===== src/rtl/dispatch_ctrl_pkg.sv =====
// Shared widths, queue sizes and state encoding for the dispatch stage.
// Constants only; no logic.
package dispatch_ctrl_pkg;

  localparam int ILEN     = 6;
  localparam int RLEN     = 32;
  localparam int RBID     = 4;
  localparam int RS_SIZE  = 16;
  localparam int LSB_SIZE = 16;
  localparam int ROB_SIZE = 1 << RBID;

  localparam logic True  = 1'b1;
  localparam logic False = 1'b0;

  typedef enum logic {
    RUN   = 1'b0,
    FLUSH = 1'b1
  } disp_state_e;

endpackage


===== src/rtl/credit_counter.sv =====
// Occupancy counter for one downstream queue; has_room is registered-state only (no bypass).
// Updates one edge after inc/dec; a flush load wins over inc/dec; frozen while en=0.
module credit_counter #(
  parameter int SIZE = 16
) (
  input  logic                   clk,
  input  logic                   rst,
  input  logic                   en,
  input  logic                   inc,
  input  logic                   dec,
  input  logic                   load,
  input  logic [$clog2(SIZE):0]  load_val,
  output logic [$clog2(SIZE):0]  cnt,
  output logic                   has_room
);

  localparam int CW = $clog2(SIZE) + 1;

  always_ff @(posedge clk) begin
    if (rst) begin
      cnt <= '0;
    end else if (en) begin
      if (load) begin
        cnt <= load_val;
      end else if (inc && !dec) begin
        cnt <= cnt + CW'(1);
      end else if (dec && !inc && cnt != '0) begin
        cnt <= cnt - CW'(1);
      end
    end
  end

  assign has_room = (cnt < CW'(SIZE));

  // A release with nothing outstanding means the neighbour lost track of its credits.
  assert property (@(posedge clk) disable iff (rst)
    (en && dec && !inc && !load) |-> (cnt != '0));

endmodule


===== src/rtl/dispatch_ctrl.sv =====
// Single-entry dispatch stage routing decoded instructions to RS or LSB and allocating ROB tails.
// Insert flags fire the cycle after acceptance; dec_ready drops while the held entry lacks credits or during flush.
module dispatch_ctrl #(
  parameter int INS_W    = dispatch_ctrl_pkg::ILEN,
  parameter int XLEN     = dispatch_ctrl_pkg::RLEN,
  parameter int ROB_ID_W = dispatch_ctrl_pkg::RBID,
  parameter int RS_SIZE  = dispatch_ctrl_pkg::RS_SIZE,
  parameter int LSB_SIZE = dispatch_ctrl_pkg::LSB_SIZE,
  parameter int ROB_SIZE = dispatch_ctrl_pkg::ROB_SIZE
) (
  input  logic                       clk,
  input  logic                       rst,
  input  logic                       rdy,
  input  logic                       jp_wrong,
  input  logic                       dec_valid,
  output logic                       dec_ready,
  input  logic [INS_W-1:0]           dec_insty,
  input  logic                       dec_is_mem,
  input  logic                       dec_rs1_ready,
  input  logic                       dec_rs2_ready,
  input  logic [XLEN-1:0]            dec_reg1,
  input  logic [XLEN-1:0]            dec_reg2,
  input  logic [XLEN-1:0]            dec_imm,
  input  logic                       rs_issue,
  input  logic                       lsb_release,
  input  logic [$clog2(LSB_SIZE):0]  lsb_keep,
  input  logic                       rob_commit,
  output logic                       rs_ins_flag,
  output logic                       lsb_ins_flag,
  output logic                       rob_alloc,
  output logic [ROB_ID_W-1:0]        new_ROB_idx,
  output logic [INS_W-1:0]           out_insty,
  output logic                       out_rs1_ready,
  output logic                       out_rs2_ready,
  output logic [XLEN-1:0]            out_reg1,
  output logic [XLEN-1:0]            out_reg2,
  output logic [XLEN-1:0]            out_imm
);

  import dispatch_ctrl_pkg::*;

  localparam int RS_CW  = $clog2(RS_SIZE) + 1;
  localparam int LSB_CW = $clog2(LSB_SIZE) + 1;
  localparam int ROB_CW = $clog2(ROB_SIZE) + 1;

  typedef struct packed {
    logic [INS_W-1:0] insty;
    logic             is_mem;
    logic             rs1_ready;
    logic             rs2_ready;
    logic [XLEN-1:0]  reg1;
    logic [XLEN-1:0]  reg2;
    logic [XLEN-1:0]  imm;
  } hdr_t;

  disp_state_e         state, state_nxt;
  hdr_t                hold, dec_hdr;
  logic                hold_v;
  logic [ROB_ID_W-1:0] tail;
  logic                flush, disp, room;
  logic                rs_room, lsb_room, rob_room;
  logic [RS_CW-1:0]    rs_cnt;
  logic [LSB_CW-1:0]   lsb_cnt;
  logic [ROB_CW-1:0]   rob_cnt;

  assign dec_hdr = '{insty: dec_insty, is_mem: dec_is_mem, rs1_ready: dec_rs1_ready,
                     rs2_ready: dec_rs2_ready, reg1: dec_reg1, reg2: dec_reg2, imm: dec_imm};

  always_ff @(posedge clk) begin
    if (rst) begin
      state <= RUN;
    end else if (rdy) begin
      state <= state_nxt;
    end
  end

  // Credits are judged from registered counts only, so a release this cycle helps next cycle.
  always_comb begin
    state_nxt    = jp_wrong ? FLUSH : RUN;
    flush        = !rst && rdy && jp_wrong;
    room         = hold.is_mem ? lsb_room : rs_room;
    disp         = !rst && (state == RUN) && rdy && !jp_wrong && hold_v && room && rob_room;
    dec_ready    = !rst && (state == RUN) && rdy && !jp_wrong && (!hold_v || disp);
    rs_ins_flag  = disp && !hold.is_mem;
    lsb_ins_flag = disp && hold.is_mem;
    rob_alloc    = disp;
  end

  always_ff @(posedge clk) begin
    if (rst) begin
      hold_v <= False;
      hold   <= '0;
      tail   <= '0;
    end else if (rdy) begin
      if (jp_wrong) begin
        hold_v <= False;
        tail   <= '0;
      end else begin
        if (disp) tail <= tail + ROB_ID_W'(1);
        if (dec_valid && dec_ready) begin
          hold   <= dec_hdr;
          hold_v <= True;
        end else if (disp) begin
          hold_v <= False;
        end
      end
    end
  end

  credit_counter #(.SIZE(RS_SIZE)) u_rs_credit (
    .clk(clk), .rst(rst), .en(rdy), .inc(rs_ins_flag), .dec(rs_issue),
    .load(flush), .load_val('0), .cnt(rs_cnt), .has_room(rs_room)
  );

  // Committed stores survive a mispredict, so the LSB restarts from the surviving count.
  credit_counter #(.SIZE(LSB_SIZE)) u_lsb_credit (
    .clk(clk), .rst(rst), .en(rdy), .inc(lsb_ins_flag), .dec(lsb_release),
    .load(flush), .load_val(lsb_keep), .cnt(lsb_cnt), .has_room(lsb_room)
  );

  credit_counter #(.SIZE(ROB_SIZE)) u_rob_credit (
    .clk(clk), .rst(rst), .en(rdy), .inc(rob_alloc), .dec(rob_commit),
    .load(flush), .load_val('0), .cnt(rob_cnt), .has_room(rob_room)
  );

  assert property (@(posedge clk) disable iff (rst)
    (rs_cnt <= RS_CW'(RS_SIZE)) && (lsb_cnt <= LSB_CW'(LSB_SIZE)) && (rob_cnt <= ROB_CW'(ROB_SIZE)));

  assign new_ROB_idx   = tail;
  assign out_insty     = hold.insty;
  assign out_rs1_ready = hold.rs1_ready;
  assign out_rs2_ready = hold.rs2_ready;
  assign out_reg1      = hold.reg1;
  assign out_reg2      = hold.reg2;
  assign out_imm       = hold.imm;

endmodule


===== config.mk =====
export PLATFORM = sky130hd
export DESIGN_NAME = dispatch_ctrl
export DESIGN_NICKNAME = d
export VERILOG_FILES = /design/src/rtl/dispatch_ctrl_pkg.sv /design/src/rtl/credit_counter.sv /design/src/rtl/dispatch_ctrl.sv
export SDC_FILE = /design/constraint.sdc
export NUM_CORES = 1
export LEC_CHECK = 0
export BUFFER_PORTS_ARGS = -buffer_cell sky130_fd_sc_hd__buf_4
export CAP_MARGIN = 20
export CORE_AREA = 2 2 114 138
export CTS_CLUSTER_DIAMETER = 50
export CTS_CLUSTER_SIZE = 24
export DETAILED_ROUTE_END_ITERATION = 6
export DIE_AREA = 0 0 116 140
export PLACE_DENSITY = 0.72
export SLEW_MARGIN = 15
export SYNTH_ARGS = -nofsm -noshare
export SYNTH_HDL_FRONTEND = slang
export SYNTH_HIERARCHICAL = 1
export SYNTH_SLANG_ARGS = --single-unit

===== constraint.sdc =====
create_clock -name clk -period 4.3 [get_ports clk]
set_input_delay 0.86 -clock clk [delete_from_list [all_inputs] [get_ports clk]]
set_output_delay 0.86 -clock clk [all_outputs]
set_load 0.005 [all_outputs]

# ---- After elaboration in Yosys (flattened, before gate mapping)
# Index checks and enable logic that the tools add are counted.
dict set report totals {
  reg_bits 126
  inputBits 118
  output_inout_bits 112
  elab_cells 87
}
dict set report classes {
  n_addsub 7
  n_lt_le_gt_ge 3
  muxes 16
  bitwise 2
  n_reduce_logical 46
}
# cell n
set op_table {}
lappend op_table {{5-bit 2-to-1 mux} 9}
lappend op_table {{1-bit logical AND} 21}
lappend op_table {{5-bit by 1-bit adder with 5-bit output, second input constant} 3}
lappend op_table {{5-bit < comparator, second input constant} 3}
lappend op_table {{5-bit nonzero test} 3}
lappend op_table {{5-bit by 1-bit subtractor with 5-bit output, second input constant} 3}
lappend op_table {{3-bit nonzero test} 4}
lappend op_table {{1-bit logical NOT} 10}
lappend op_table {{2-bit AND reduction} 5}
lappend op_table {{4-bit 2-to-1 mux} 2}
lappend op_table {{1-bit 2-to-1 mux} 5}
lappend op_table {{4-bit by 1-bit adder with 4-bit output, second input constant} 1}
lappend op_table {{3-bit AND reduction} 1}
lappend op_table {{1-bit inverter} 2}
lappend op_table {{2-bit nonzero test} 1}
lappend op_table {{1-bit logical OR} 1}

# ---- Depth between registers and ports, before layout
dict set report logic_depth {
  depth_word 14
  depth_mapped 13
  depth_no_buf 12
}

# ---- Cells and area by module
# Netlist, hierarchy kept.
# mod instances cells_each area_per_inst_um2 seq_area_each_um2
set modules_own_cells {}
lappend modules_own_cells {dispatch_ctrl 1 486 5362.6 2222.1}
lappend modules_own_cells {credit_counter 3 48 396.6 100.1}

# ---- Least setup slack after synthesis
# OpenSTA, ideal clock, no wires.
dict set report synth_path {
  kind {input to register}
  start {input jp_wrong}
  end {register u_lsb_credit.cnt[3]}
  setup_ns 0.086
  arrival_ns 3.547
  required_ns 4.214
  slack_ns 0.668
  cell_stages 12
  path_buffers 1
  path_cell_list {or4b_1 clkbuf_1 nor3_1 and2_1 nor2b_1 inv_1 ha_1 a21o_2 a21oi_1 xnor2_1 mux2i_1 a211oi_1}
}
dict set report synth_via {
  elab_chain_cells 11
  word_cells_on_any_way 15
  cone_classes {mux (2); reduce/logical (13)}
}
# element line
set synth_lines {}
lappend synth_lines {{start: declaration} dispatch_ctrl.sv:14} ;# input logic jp_wrong,
lappend synth_lines {{1-bit logical NOT *} dispatch_ctrl.sv:82} ;# disp = !rst && (state == RUN) && rdy && !jp_wrong && hold_v && room && rob_room;
lappend synth_lines {{1-bit logical AND * (4 in a row)} dispatch_ctrl.sv:82}
lappend synth_lines {{named net rob_alloc} dispatch_ctrl.sv:30} ;# output logic rob_alloc,
lappend synth_lines {{1-bit logical AND *} dispatch_ctrl.sv:85} ;# lsb_ins_flag = disp && hold.is_mem;
lappend synth_lines {{named net lsb_ins_flag} dispatch_ctrl.sv:29} ;# output logic lsb_ins_flag,
lappend synth_lines {{1-bit logical NOT} credit_counter.sv:27} ;# end else if (dec && !inc && cnt != '0) begin
lappend synth_lines {{1-bit logical AND (2 in a row)} credit_counter.sv:27}
lappend synth_lines {{3-bit nonzero test (no source line)} -}
lappend synth_lines {{2-bit AND reduction (no source line)} -}
lappend synth_lines {{end signal: assignment} credit_counter.sv:24} ;# cnt <= load_val;
lappend synth_lines {{end signal: assignment} credit_counter.sv:26} ;# cnt <= cnt + CW'(1);
lappend synth_lines {{end signal: assignment} credit_counter.sv:28} ;# cnt <= cnt - CW'(1);
lappend synth_lines {{end: declaration} credit_counter.sv:13} ;# output logic [$clog2(SIZE):0] cnt,
# Mark *: on every way through the listed nets, which the timed path passes. The rest lies on a longest branch.
# A chain may end at the register's enable or synchronous reset.

# ---- Worst setup path in the final report
dict set report layout_path {
  start {input jp_wrong}
  end {register u_lsb_credit.cnt[3]}
}
dict set report layout_via {
  elab_chain_cells 11
  word_cells_on_any_way 15
  cone_classes {mux (2); reduce/logical (13)}
}
# element line
set layout_lines {}
lappend layout_lines {{1-bit logical NOT} dispatch_ctrl.sv:82}
lappend layout_lines {{1-bit logical AND (4 in a row)} dispatch_ctrl.sv:82}
lappend layout_lines {{1-bit logical AND} dispatch_ctrl.sv:85}
lappend layout_lines {{1-bit logical NOT} credit_counter.sv:27}
lappend layout_lines {{1-bit logical AND (2 in a row)} credit_counter.sv:27}
lappend layout_lines {{3-bit nonzero test (no source line)} -}
lappend layout_lines {{2-bit AND reduction (no source line)} -}
# Several ways; a longest one is shown, not always the timed one.

==> run_summary.xml <==
<?xml version="1.0" encoding="UTF-8"?>
<metrics>
  <group name="status">
    <metric name="run_status" unit="">completed</metric>
  </group>
  <group name="floorplan">
    <metric name="floorplan.initialDensity" unit="%">44.2</metric>
    <metric name="die_area" unit="sq um">16200</metric>
    <metric name="io_pins" unit="">230</metric>
    <metric name="core_region_area" unit="sq um">14800</metric>
    <metric name="placement_rows" unit="">49</metric>
    <metric name="floorplan.die.height" unit="um">140</metric>
    <metric name="die-width" unit="um">116</metric>
  </group>
  <group name="finish">
    <metric name="final_cell_count_no_fill" unit="">975</metric>
    <metric name="syn_to_final_growth" unit="%">26.1</metric>
    <metric name="commonest_cells_after_routing_fill_and_taps_aside" unit="">buf_4, dfxtp_1, nor2b_1</metric>
    <metric name="mostFrequentLayoutCell" unit="">buf_4</metric>
    <metric name="finalNetCount" unit="">890</metric>
    <metric name="final_layout_size_suffix_gt1_share" unit="%">48.8</metric>
    <metric name="ant_cells" unit="">0</metric>
  </group>
  <group name="synthesis">
    <metric name="syn_area" unit="sq um">6550</metric>
    <metric name="ys_ff_latch" unit="">126</metric>
    <metric name="seq_total_area_yosys" unit="%">38.5</metric>
    <metric name="count_of_yosys_warnings_during_synthesis" unit="">6</metric>
    <metric name="post_synth.cell_area_avg" unit="sq um">10.4</metric>
    <metric name="synthCells" unit="">630</metric>
    <metric name="yosysUniqueCellTypes" unit="">35</metric>
  </group>
  <group name="sta">
    <metric name="worst_clock_skew" unit="ps">6.51</metric>
    <metric name="slew_viol_final" unit="">0</metric>
    <metric name="tightestPinTransition" unit="ps">974</metric>
    <metric name="max_freq" unit="GHz">0.271</metric>
    <metric name="timing.slew.headroom" unit="%">35.1</metric>
    <metric name="layout_worst_path_cycle_share" unit="%">85.7</metric>
    <metric name="timing.final.setup_violations" unit="">0</metric>
    <metric name="finalWorstPathRequiredPeriod" unit="ps">3690</metric>
    <metric name="timing.final.hold_violations" unit="">0</metric>
    <metric name="rsz0062_at_grt" unit="">false</metric>
    <metric name="totalNegativeSetupSlack" unit="ps">0</metric>
  </group>
  <group name="clock_tree">
    <metric name="buffer_depth_of_the_longest_clock_path" unit="">2</metric>
    <metric name="cts_hold_buf" unit="">0</metric>
    <metric name="cts_made_buffers" unit="">17</metric>
    <metric name="root_driver" unit="">clkbuf_16</metric>
    <metric name="clk-insertion-delay-late" unit="ps">410</metric>
    <metric name="cts.htree.levels" unit="">4</metric>
    <metric name="cts.sink_count" unit="">126</metric>
    <metric name="register_clock_pin_slew_on_the_reported_worst_setup_and_hold_paths" unit="ps">60</metric>
    <metric name="post_cts_buffers" unit="">0</metric>
    <metric name="post_cts_resized" unit="">0</metric>
    <metric name="clock_tree_from_tritoncts" unit="">yes</metric>
  </group>
  <group name="route">
    <metric name="drtAntennaViolNets" unit="">0</metric>
    <metric name="via_density_per_instance" unit="">4.70</metric>
    <metric name="vias_after_detailed_routing" unit="">4582</metric>
    <metric name="routed_wire_length" unit="mm">14.5</metric>
    <metric name="drt_pass1_iterations" unit="">4</metric>
    <metric name="detail_route.drc_violations" unit="">0</metric>
    <metric name="routed_wire_length_per_instance" unit="um">14.9</metric>
    <metric name="drt_first_iter_violations" unit="">133</metric>
  </group>
  <group name="global_routing">
    <metric name="wire_length_of_the_first_global_routing_pass" unit="mm">22.6</metric>
    <metric name="antenna_found_initial" unit="">0</metric>
    <metric name="globalRouteOverflowTotal" unit="">0</metric>
    <metric name="groute.usage.overall" unit="%">17.6</metric>
    <metric name="grt_max_degree" unit="">93</metric>
    <metric name="first_global_vias" unit="">4720</metric>
  </group>
  <group name="power_and_ir_drop">
    <metric name="power.ir.vdd_worst" unit="uV">220</metric>
    <metric name="static-leakage-power" unit="uW">0.00391</metric>
    <metric name="power_per_cell_area" unit="nW/um^2">372</metric>
  </group>
  <group name="placed_design">
    <metric name="instance_count_after_placement_with_tap_cells_included" unit="">944</metric>
    <metric name="finalWeightedCongestion" unit="">0.765</metric>
    <metric name="dp_hpwl" unit="mm">10.4</metric>
    <metric name="portBuffers" unit="">229</metric>
  </group>
  <group name="setup_path">
    <metric name="worst_ep_arrival_time" unit="ps">4010</metric>
    <metric name="timing.setup.critical_path_class" unit="">input pin to register</metric>
    <metric name="critical_path_required" unit="ps">4620</metric>
    <metric name="timing.critical_path.to_type" unit="">register</metric>
    <metric name="worstPathMaxFanout" unit="">11</metric>
    <metric name="worstSetupStartpointType" unit="">input pin</metric>
  </group>
  <group name="run">
    <metric name="cap_viol_max_count" unit="">0</metric>
  </group>
  <group name="min_path">
    <metric name="holdCritPathClass" unit="">register to register</metric>
  </group>
</metrics>
final timing paths:
kind | from | to | slack, ps | depth (start not counted)
max | jp_wrong | u_lsb_credit/cnt[3] | 610 | 12
min reg2reg | state | state | 480 | 2
max reg2reg | state | u_lsb_credit/cnt[3] | 850 | 11
min | state | state | 480 | 2
final cells by class:
| cell class | count | area [sq um] |
|---|---|---|
| Timing Repair Buffer | 233 | 1760 |
| Clock buffer | 18 | 439 |
| Sequential cell | 126 | 2520 |
| Clock inverter | 13 | 164 |
| Fill cell | 1338 | 6580 |
| Multi-Input combinational cell | 368 | 3070 |
| Tap cell | 204 | 255 |
| Inverter | 13 | 48.8 |
layer usage:
layer / up-vias / GRT usage [%] / wire length [um]
met5: - / 0 / 0
met4: 0 / 7.77 / 353
met3: 24 / 6.14 / 1060
met2: 158 / 32.1 / 7640
met1: 2161 / 17.9 / 5470
li1: 2239 / - / -
state kept, by name, summed over array words and instances (netlist names), 4 cells and up:
name,cells
out_insty,6
new_ROB_idx,4
u_lsb_credit/cnt,5
out_imm,32
u_rob_credit/cnt,5
out_reg1,32
out_reg2,32
u_rs_credit/cnt,5
synth_stat cells (all sizes together):
cell      n  area share, %
or2b      3           0.40
o311ai    1           0.13
nor3      1          0.076
a21oi    23            1.8
mux2i    10            1.5
or4       1           0.11
a2111o    1           0.17
nor2b   108             10
a311oi    3           0.40
inv      13           0.74
o31ai     2           0.23
mux2    104             20
dfxtp   126             38
clkbuf   17           0.97
nand2b   12            1.1
nand3     1          0.076
and2      1          0.096
nand2     8           0.46
o31a      3           0.40
a211oi   13            1.5
nor2     25            1.4
a21o      3           0.40
conb      1          0.057
or4b      2           0.31
xor2      3           0.40
xnor2     9            1.2
ha       10            1.9
fa        3           0.92
nor4      5           0.48
buf     117             14
nor4b     1           0.13
through the flow:
| stage | cell area [sq um] | power (uW) | hold slack, ps | utilization [%] | setup WS [ps] |
|---|---|---|---|---|---|
| 4_1_cts | 8260 | 3120 | 477 | 55.7 | 696 |
| 3_3_place_gp | 7660 | 1620 | 456 | 51.6 | 477 |
| 5_1_grt | 8260 | 3210 | 504 | 55.7 | 481 |
| 3_5_place_dp | 7660 | 1640 | 468 | 51.6 | 257 |
| 2_1_floorplan | 6590 | 1510 | 444 | - | 668 |
| 6_report | 8260 | 3070 | 482 | 55.7 | 613 |
kinds of logic after synthesis:
kind of cell    count (synthesis)  synth area share, %
other cells                     1               0.0572
fa+ha+maj                      13                 2.83
mux                           114                 21.7
flops                         126                 38.5
compound gates                 49                 4.98
xor+xnor                       12                 1.60
buf+inv                       147                 15.3
simple gates                  168                 15.0
where the power goes:
part           internal [uW]  total [uW]  switching [uW]
combinational            213         378             165
clock                    927        1460             535
sequential              1210        1230            27.6
total                   2350        3070             728
worst max-delay path, cell delays in order:
cell and delay [ps]:
buf_4 120, or4b_1 690, nor3_1 430, and2_1 230, nor2b_1 340, inv_1 140, ha_1 320, a21o_2 220
a21oi_1 190, xnor2_1 150, mux2i_1 90, a211oi_1 230
Note: power is estimated with default switching activity, not from simulation.
